--- src/rtl/instruction_feeder_pkg.sv ---
// Constants shared by the instruction feeder and the processor it feeds:
// FIFO depth, NOP word, slot phase width and the feeder state encoding.
package instruction_feeder_pkg;
  localparam int unsigned FEED_DEPTH = 8;
  localparam int unsigned WORD_W     = 16;
  localparam int unsigned PHASE_W    = 2;
  localparam logic [WORD_W-1:0] FEED_NOP = 16'h0000;

  typedef enum logic {
    IDLE  = 1'b0,
    ISSUE = 1'b1
  } feed_state_e;
endpackage

--- src/rtl/instruction_feeder_fifo.sv ---
// Instruction word FIFO: circular buffer with an explicit occupancy count so
// it can hold exactly DEPTH words. A push while full is accepted only when a
// pop frees a slot in the same cycle.
module instr_fifo
  import instruction_feeder_pkg::*;
#(
  parameter int unsigned DEPTH = FEED_DEPTH
) (
  input  logic                    clock,
  input  logic                    resetn,
  input  logic                    push_i,
  input  logic [WORD_W-1:0]       data_i,
  input  logic                    pop_i,
  output logic [WORD_W-1:0]       data_o,
  output logic                    full_o,
  output logic                    empty_o,
  output logic [$clog2(DEPTH):0]  count_o
);
  localparam int unsigned AW = $clog2(DEPTH);
  localparam logic [AW:0] CNT_FULL = (AW+1)'(DEPTH);

  logic [WORD_W-1:0] mem_q [DEPTH];
  logic [AW-1:0]     wr_ptr_q, rd_ptr_q;
  logic [AW:0]       count_q, count_d;
  logic              do_push, do_pop;

  assign full_o  = (count_q == CNT_FULL);
  assign empty_o = (count_q == '0);
  assign count_o = count_q;
  assign data_o  = mem_q[rd_ptr_q];

  assign do_pop  = pop_i && !empty_o;
  assign do_push = push_i && (!full_o || do_pop);

  always_comb begin
    count_d = count_q;
    if (do_push && !do_pop)      count_d = count_q + 1'b1;
    else if (!do_push && do_pop) count_d = count_q - 1'b1;
  end

  always_ff @(posedge clock or negedge resetn) begin
    if (!resetn) begin
      wr_ptr_q <= '0;
      rd_ptr_q <= '0;
      count_q  <= '0;
    end else begin
      if (do_push) wr_ptr_q <= wr_ptr_q + 1'b1;
      if (do_pop)  rd_ptr_q <= rd_ptr_q + 1'b1;
      count_q <= count_d;
    end
  end

  // Storage needs no reset: a zero count makes stale words unreachable.
  always_ff @(posedge clock) begin
    if (do_push) mem_q[wr_ptr_q] <= data_i;
  end
endmodule

--- src/rtl/instruction_feeder.sv ---
// Feeds queued host instructions to the processor one per 4-cycle slot,
// changing iin only at the slot boundary (the edge where phase is 3).
module instruction_feeder
  import instruction_feeder_pkg::*;
#(
  parameter int unsigned       DEPTH = FEED_DEPTH,
  parameter logic [WORD_W-1:0] NOP   = FEED_NOP
) (
  input  logic               clock,
  input  logic               resetn,
  input  logic               wr_en,
  input  logic [WORD_W-1:0]  wr_data,
  input  logic               run,
  output logic [WORD_W-1:0]  iin,
  output logic               iin_valid,
  output logic [PHASE_W-1:0] phase,
  output logic               full,
  output logic               empty,
  output logic               overflow,
  output logic [7:0]         issued
);
  feed_state_e          state_q;
  logic [PHASE_W-1:0]   phase_q, phase_d;
  logic [WORD_W-1:0]    iin_q, head;
  logic [7:0]           issued_q;
  logic                 overflow_q, overflow_d;
  logic                 boundary, pop;
  logic [$clog2(DEPTH):0] fifo_count;

  assign phase_d  = phase_q + 1'b1;
  assign boundary = (phase_q == '1);
  // Pop decision uses registered occupancy, so a same-cycle write never bypasses.
  assign pop      = boundary && run && (fifo_count != '0);
  assign overflow_d = overflow_q || (wr_en && full && !pop);

  instr_fifo #(.DEPTH(DEPTH)) u_fifo (
    .clock   (clock),
    .resetn  (resetn),
    .push_i  (wr_en),
    .data_i  (wr_data),
    .pop_i   (pop),
    .data_o  (head),
    .full_o  (full),
    .empty_o (empty),
    .count_o (fifo_count)
  );

  always_ff @(posedge clock or negedge resetn) begin
    if (!resetn) begin
      phase_q    <= '0;
      overflow_q <= 1'b0;
    end else begin
      phase_q    <= phase_d;
      overflow_q <= overflow_d;
    end
  end

  always_ff @(posedge clock or negedge resetn) begin
    if (!resetn) begin
      state_q  <= IDLE;
      iin_q    <= NOP;
      issued_q <= '0;
    end else if (boundary) begin
      if (pop) begin
        state_q  <= ISSUE;
        iin_q    <= head;
        issued_q <= issued_q + 8'd1;
      end else begin
        state_q  <= IDLE;
        iin_q    <= NOP;
      end
    end
  end

  assign iin       = iin_q;
  assign iin_valid = (state_q == ISSUE);
  assign phase     = phase_q;
  assign overflow  = overflow_q;
  assign issued    = issued_q;
endmodule

--- config.mk ---
export PLATFORM = sky130hd
export DESIGN_NAME = instruction_feeder
export DESIGN_NICKNAME = d
export VERILOG_FILES = /design/src/rtl/instruction_feeder_pkg.sv /design/src/rtl/instruction_feeder_fifo.sv /design/src/rtl/instruction_feeder.sv
export SDC_FILE = /design/constraint.sdc
export NUM_CORES = 1
export LEC_CHECK = 0
export CORE_ASPECT_RATIO = 0.6
export CORE_MARGIN = 2
export CORE_UTILIZATION = 25
export CTS_CLUSTER_DIAMETER = 80
export DETAILED_ROUTE_END_ITERATION = 16
export PLACE_DENSITY = 0.45
export SLEW_MARGIN = 20
export SYNTH_ARGS = -nofsm -noshare
export SYNTH_HDL_FRONTEND = slang
export SYNTH_HIERARCHICAL = 1
export SYNTH_SLANG_ARGS = --single-unit
--- constraint.sdc ---
create_clock -name clock -period 7.28 [get_ports clock]
set_input_delay 1.82 -clock clock [delete_from_list [all_inputs] [get_ports clock]]
set_output_delay 1.82 -clock clock [all_outputs]
set_load 0.1 [all_outputs]
==> results.toml <==
[drt]
via_per_inst = 4.24
drc = 0
drt-total-wl_um = 13900
dr.pass1.iters = 4
drt_iter0_markers = 260
wl_per_cell_um = 18.5
via_count = 3193
ant_nets = 0

[floorplan]
coreArea_mm2 = 0.0255
die_h_um = 129
start_util = 0.257
placementRows = 45
fp.dieW_um = 213
io_pins = 50
die_area_mm2 = 0.0275

[synth]
synthAdderAreaFrac = 0.0164
synth_top_family_by_area = "multiplexers"
synth_edf_count = 128
syn_inst = 324
synth-seq-area-share = 0.732
synth_compound_gate_area_share = 0.0373
synthDistinctLibCells = 42
ys_seq_elements = 166
synth_xor_area_frac = 0.0174
yosys.area_share.simple = 0.0340
synth_mux_area_frac = 0.147
synth_async_sr_flop_share = 0.229
netlist_area_mm2 = 0.00655
syn-num-nets = 352
ys_dominant_reg_cell = "edfxtp_1"
post_synth.cell_area_avg_um2 = 20.2
ys_warn_count = 6

[timing]
max_freq_ghz = 0.216
finalSetupTns_ns = 0
fin_crit_sh = 0.636
slew_headroom = 0.323
setup_violations = 0
skew_ns = 0.00835
tightest_slew_ns = 1.02
slew_viol_final = 0
final_period_minus_worst_setup_slack_ns = 4.63
rsz0062_at_grt = "false"
hold_violations = 0

[global_route]
grt_pass1_wl_um = 21100
antenna_found_initial = 0
grt_pass1_vias = 3383
grt.overflow.total = 0
grt_max_degree = 39
grt_use_total = 0.108

[placed_design]
io_buffers = 49
dp_cells = 720
dp_hpwl_um = 7990
place.gp.congestion = 0.683

[clock_tree]
cts_hold_buf = 0
root_buffer = "clkbuf_16"
cts_resized = 0
clock-sinks = 166
clock_latency_ns = 0.42
path_clk_slew_ns = 0.07
cts_tree = "yes"
clock_path_buffers = 2
cts_buffers = 17
post_cts_buffers = 0
h-tree-depth = 4

[worst_setup_path]
ff2ff_path_depth = 9
critPathMaxFanout = 30
crit_path_max_incr_delay_ns = 0.72
path_cells = "clkdlybuf4s50_1, nand2_1, nor2_4, o41ai_2, ha_1, inv_1, ha_1, or4_1, o211ai_1, o211ai_1"
worstPathRequired_ns = 7.58
slowest_stage = "nor2_4"
critical_path_buf_inv_count = 2
cp.arrival_ns = 4.93
worstSetupStartpointType = "input port"
worstSetupPathType = "input port to register"
path_depth = 10
r2r_slack_ns = 3.92
cp-end-kind = "register"
crit_family = "simple AND/OR/NAND/NOR gates"

[hold_path]
min_path_type = "register to register"
hold_depth = 1

[cells_and_area]
drive_gt1_frac = 0.267
syn_to_final_growth_pct = 23.4
diodes = 0
instances_no_fill = 753
num-nets-final = 416

[outcome]
status = "finished, final reports clean"

[pwr]
p_clk_frac = 0.241
swShare = 0.393
internal_power_w = 0.00217
p_leak_nw = 2.70
pwr-share-comb = 0.362
powerDensity_mw_per_mm2 = 442
pwr-share-seq = 0.397
peakVddDrop_mv = 0.302
switchingPower_w = 0.00141

[job]
maxCapViolations = 0
-- power groups by stage --
stage               Combinational [W]  Sequential (W)  Clock, W
detailed placement            0.00131         0.00145         0
global route                  0.00137         0.00145  0.000922
global placement              0.00130         0.00144         0
CTS                           0.00131         0.00143  0.000882
floorplan                    0.000608         0.00177         0
finish                        0.00130         0.00142  0.000860
-- final cells by class --
type,instances,area [um2]
well taps,352,440
fillers,2428,17400
clock buffers,18,429
flip-flops and latches,166,4800
inverters,6,22.5
multi-input cells,138,1680
clock inverters,14,140
repair buffers,59,573
-- metal layers --
layer  routed length [um]  GRT usage  vias up
li1                     -          -     1444
met1                 6850      0.153     1694
met2                 6400      0.162       43
met3                  509     0.0274       12
met4                  142     0.0346        0
met5                    0          0        -
-- worst paths after layout --
| path | startpoint | to |
|---|---|---|
| min in group asynchronous | resetn | phase[0] |
| setup reg to reg | u_fifo/count_o[0] | u_fifo/count_o[3] |
| setup / recovery | run | u_fifo/count_o[3] |
| max in group asynchronous | resetn | u_fifo/rd_ptr_q[1] |
| hold / removal | phase[0] | phase[0] |
| hold reg to reg | phase[0] | phase[0] |
-- flip-flops by register name (all words and copies together) (netlist names) --
| register | count |
|---|---|
| iin | 16 |
| iin_valid | 1 |
| issued | 8 |
| overflow | 1 |
| phase | 2 |
| u_fifo/count_o | 4 |
| u_fifo/mem_q | 128 |
| u_fifo/rd_ptr_q | 3 |
| u_fifo/wr_ptr_q | 3 |
-- cell usage in the layout, fill, tap and decap left out, types with 3 or more instances in the layout --
| cell | Yosys | layout |
|---|---|---|
| a22o_1 | 16 | 16 |
| buf_4 | 3 | 9 |
| clkbuf_16 | 0 | 17 |
| clkdlybuf4s50_1 | 0 | 48 |
| clkinvlp_4 | 0 | 4 |
| dfrtp_1 | 38 | 36 |
| edfxtp_1 | 128 | 128 |
| ha_1 | 7 | 7 |
| inv_1 | 4 | 4 |
| inv_6 | 0 | 4 |
| inv_8 | 0 | 3 |
| mux2_2 | 18 | 18 |
| mux4_2 | 32 | 32 |
| nand2_1 | 6 | 6 |
| nand3_1 | 5 | 5 |
| nor2_1 | 4 | 4 |
| nor3_2 | 0 | 4 |
| o211ai_1 | 4 | 4 |
| xnor2_1 | 11 | 11 |
-- cells in the mapped netlist, types with 2 or more instances --
library cell,count,area (um2)
edfxtp_1,128,3840
mux2_2,18,203
nand2b_1,2,12.5
buf_6,2,22.5
and4_1,2,17.5
mux4_2,32,721
xnor2_1,11,96.3
a21oi_1,2,10.0
ha_1,7,87.6
nor4_1,2,12.5
nand4_1,2,12.5
buf_4,3,22.5
a22o_1,16,140
o211ai_1,4,30.0
clkbuf_1,8,30.0
nand3_1,5,25.0
nor3_1,5,25.0
xor2_1,2,17.5
mux2_4,2,30.0
inv_1,4,15.0
nor2_1,4,15.0
nand2_1,6,22.5
dfrtp_1,38,951
-- per-stage QoR --
step	setup slack (ns)	util	power [W]	hold WS, ns	instance area, um2
after floorplan	2.03	-	0.00238	0.520	6550
after global placement	2.34	0.294	0.00274	0.434	7490
after detailed placement	2.20	0.294	0.00275	0.453	7490
after CTS	2.63	0.316	0.00363	0.464	8060
after global routing	2.50	0.317	0.00375	0.490	8080
final	2.65	0.317	0.00357	0.462	8080
-- cells by family after synthesis --
group | count (synthesis)
flops | 166
mux | 53
simple gates | 36
compound gates | 28
buf+inv | 20
xor+xnor | 13
fa+ha+maj | 8
-- worst register-to-register path, delay by kind of cell (launching register included) --
family	cells	cell delay (ns)
buffers and inverters	1	0.15
and+or+nand+nor	3	1.31
AOI/OAI and AO/OA	3	0.56
DFF	1	0.59
adders and majority gates	2	0.63
Power figures use the tool's default switching activity.
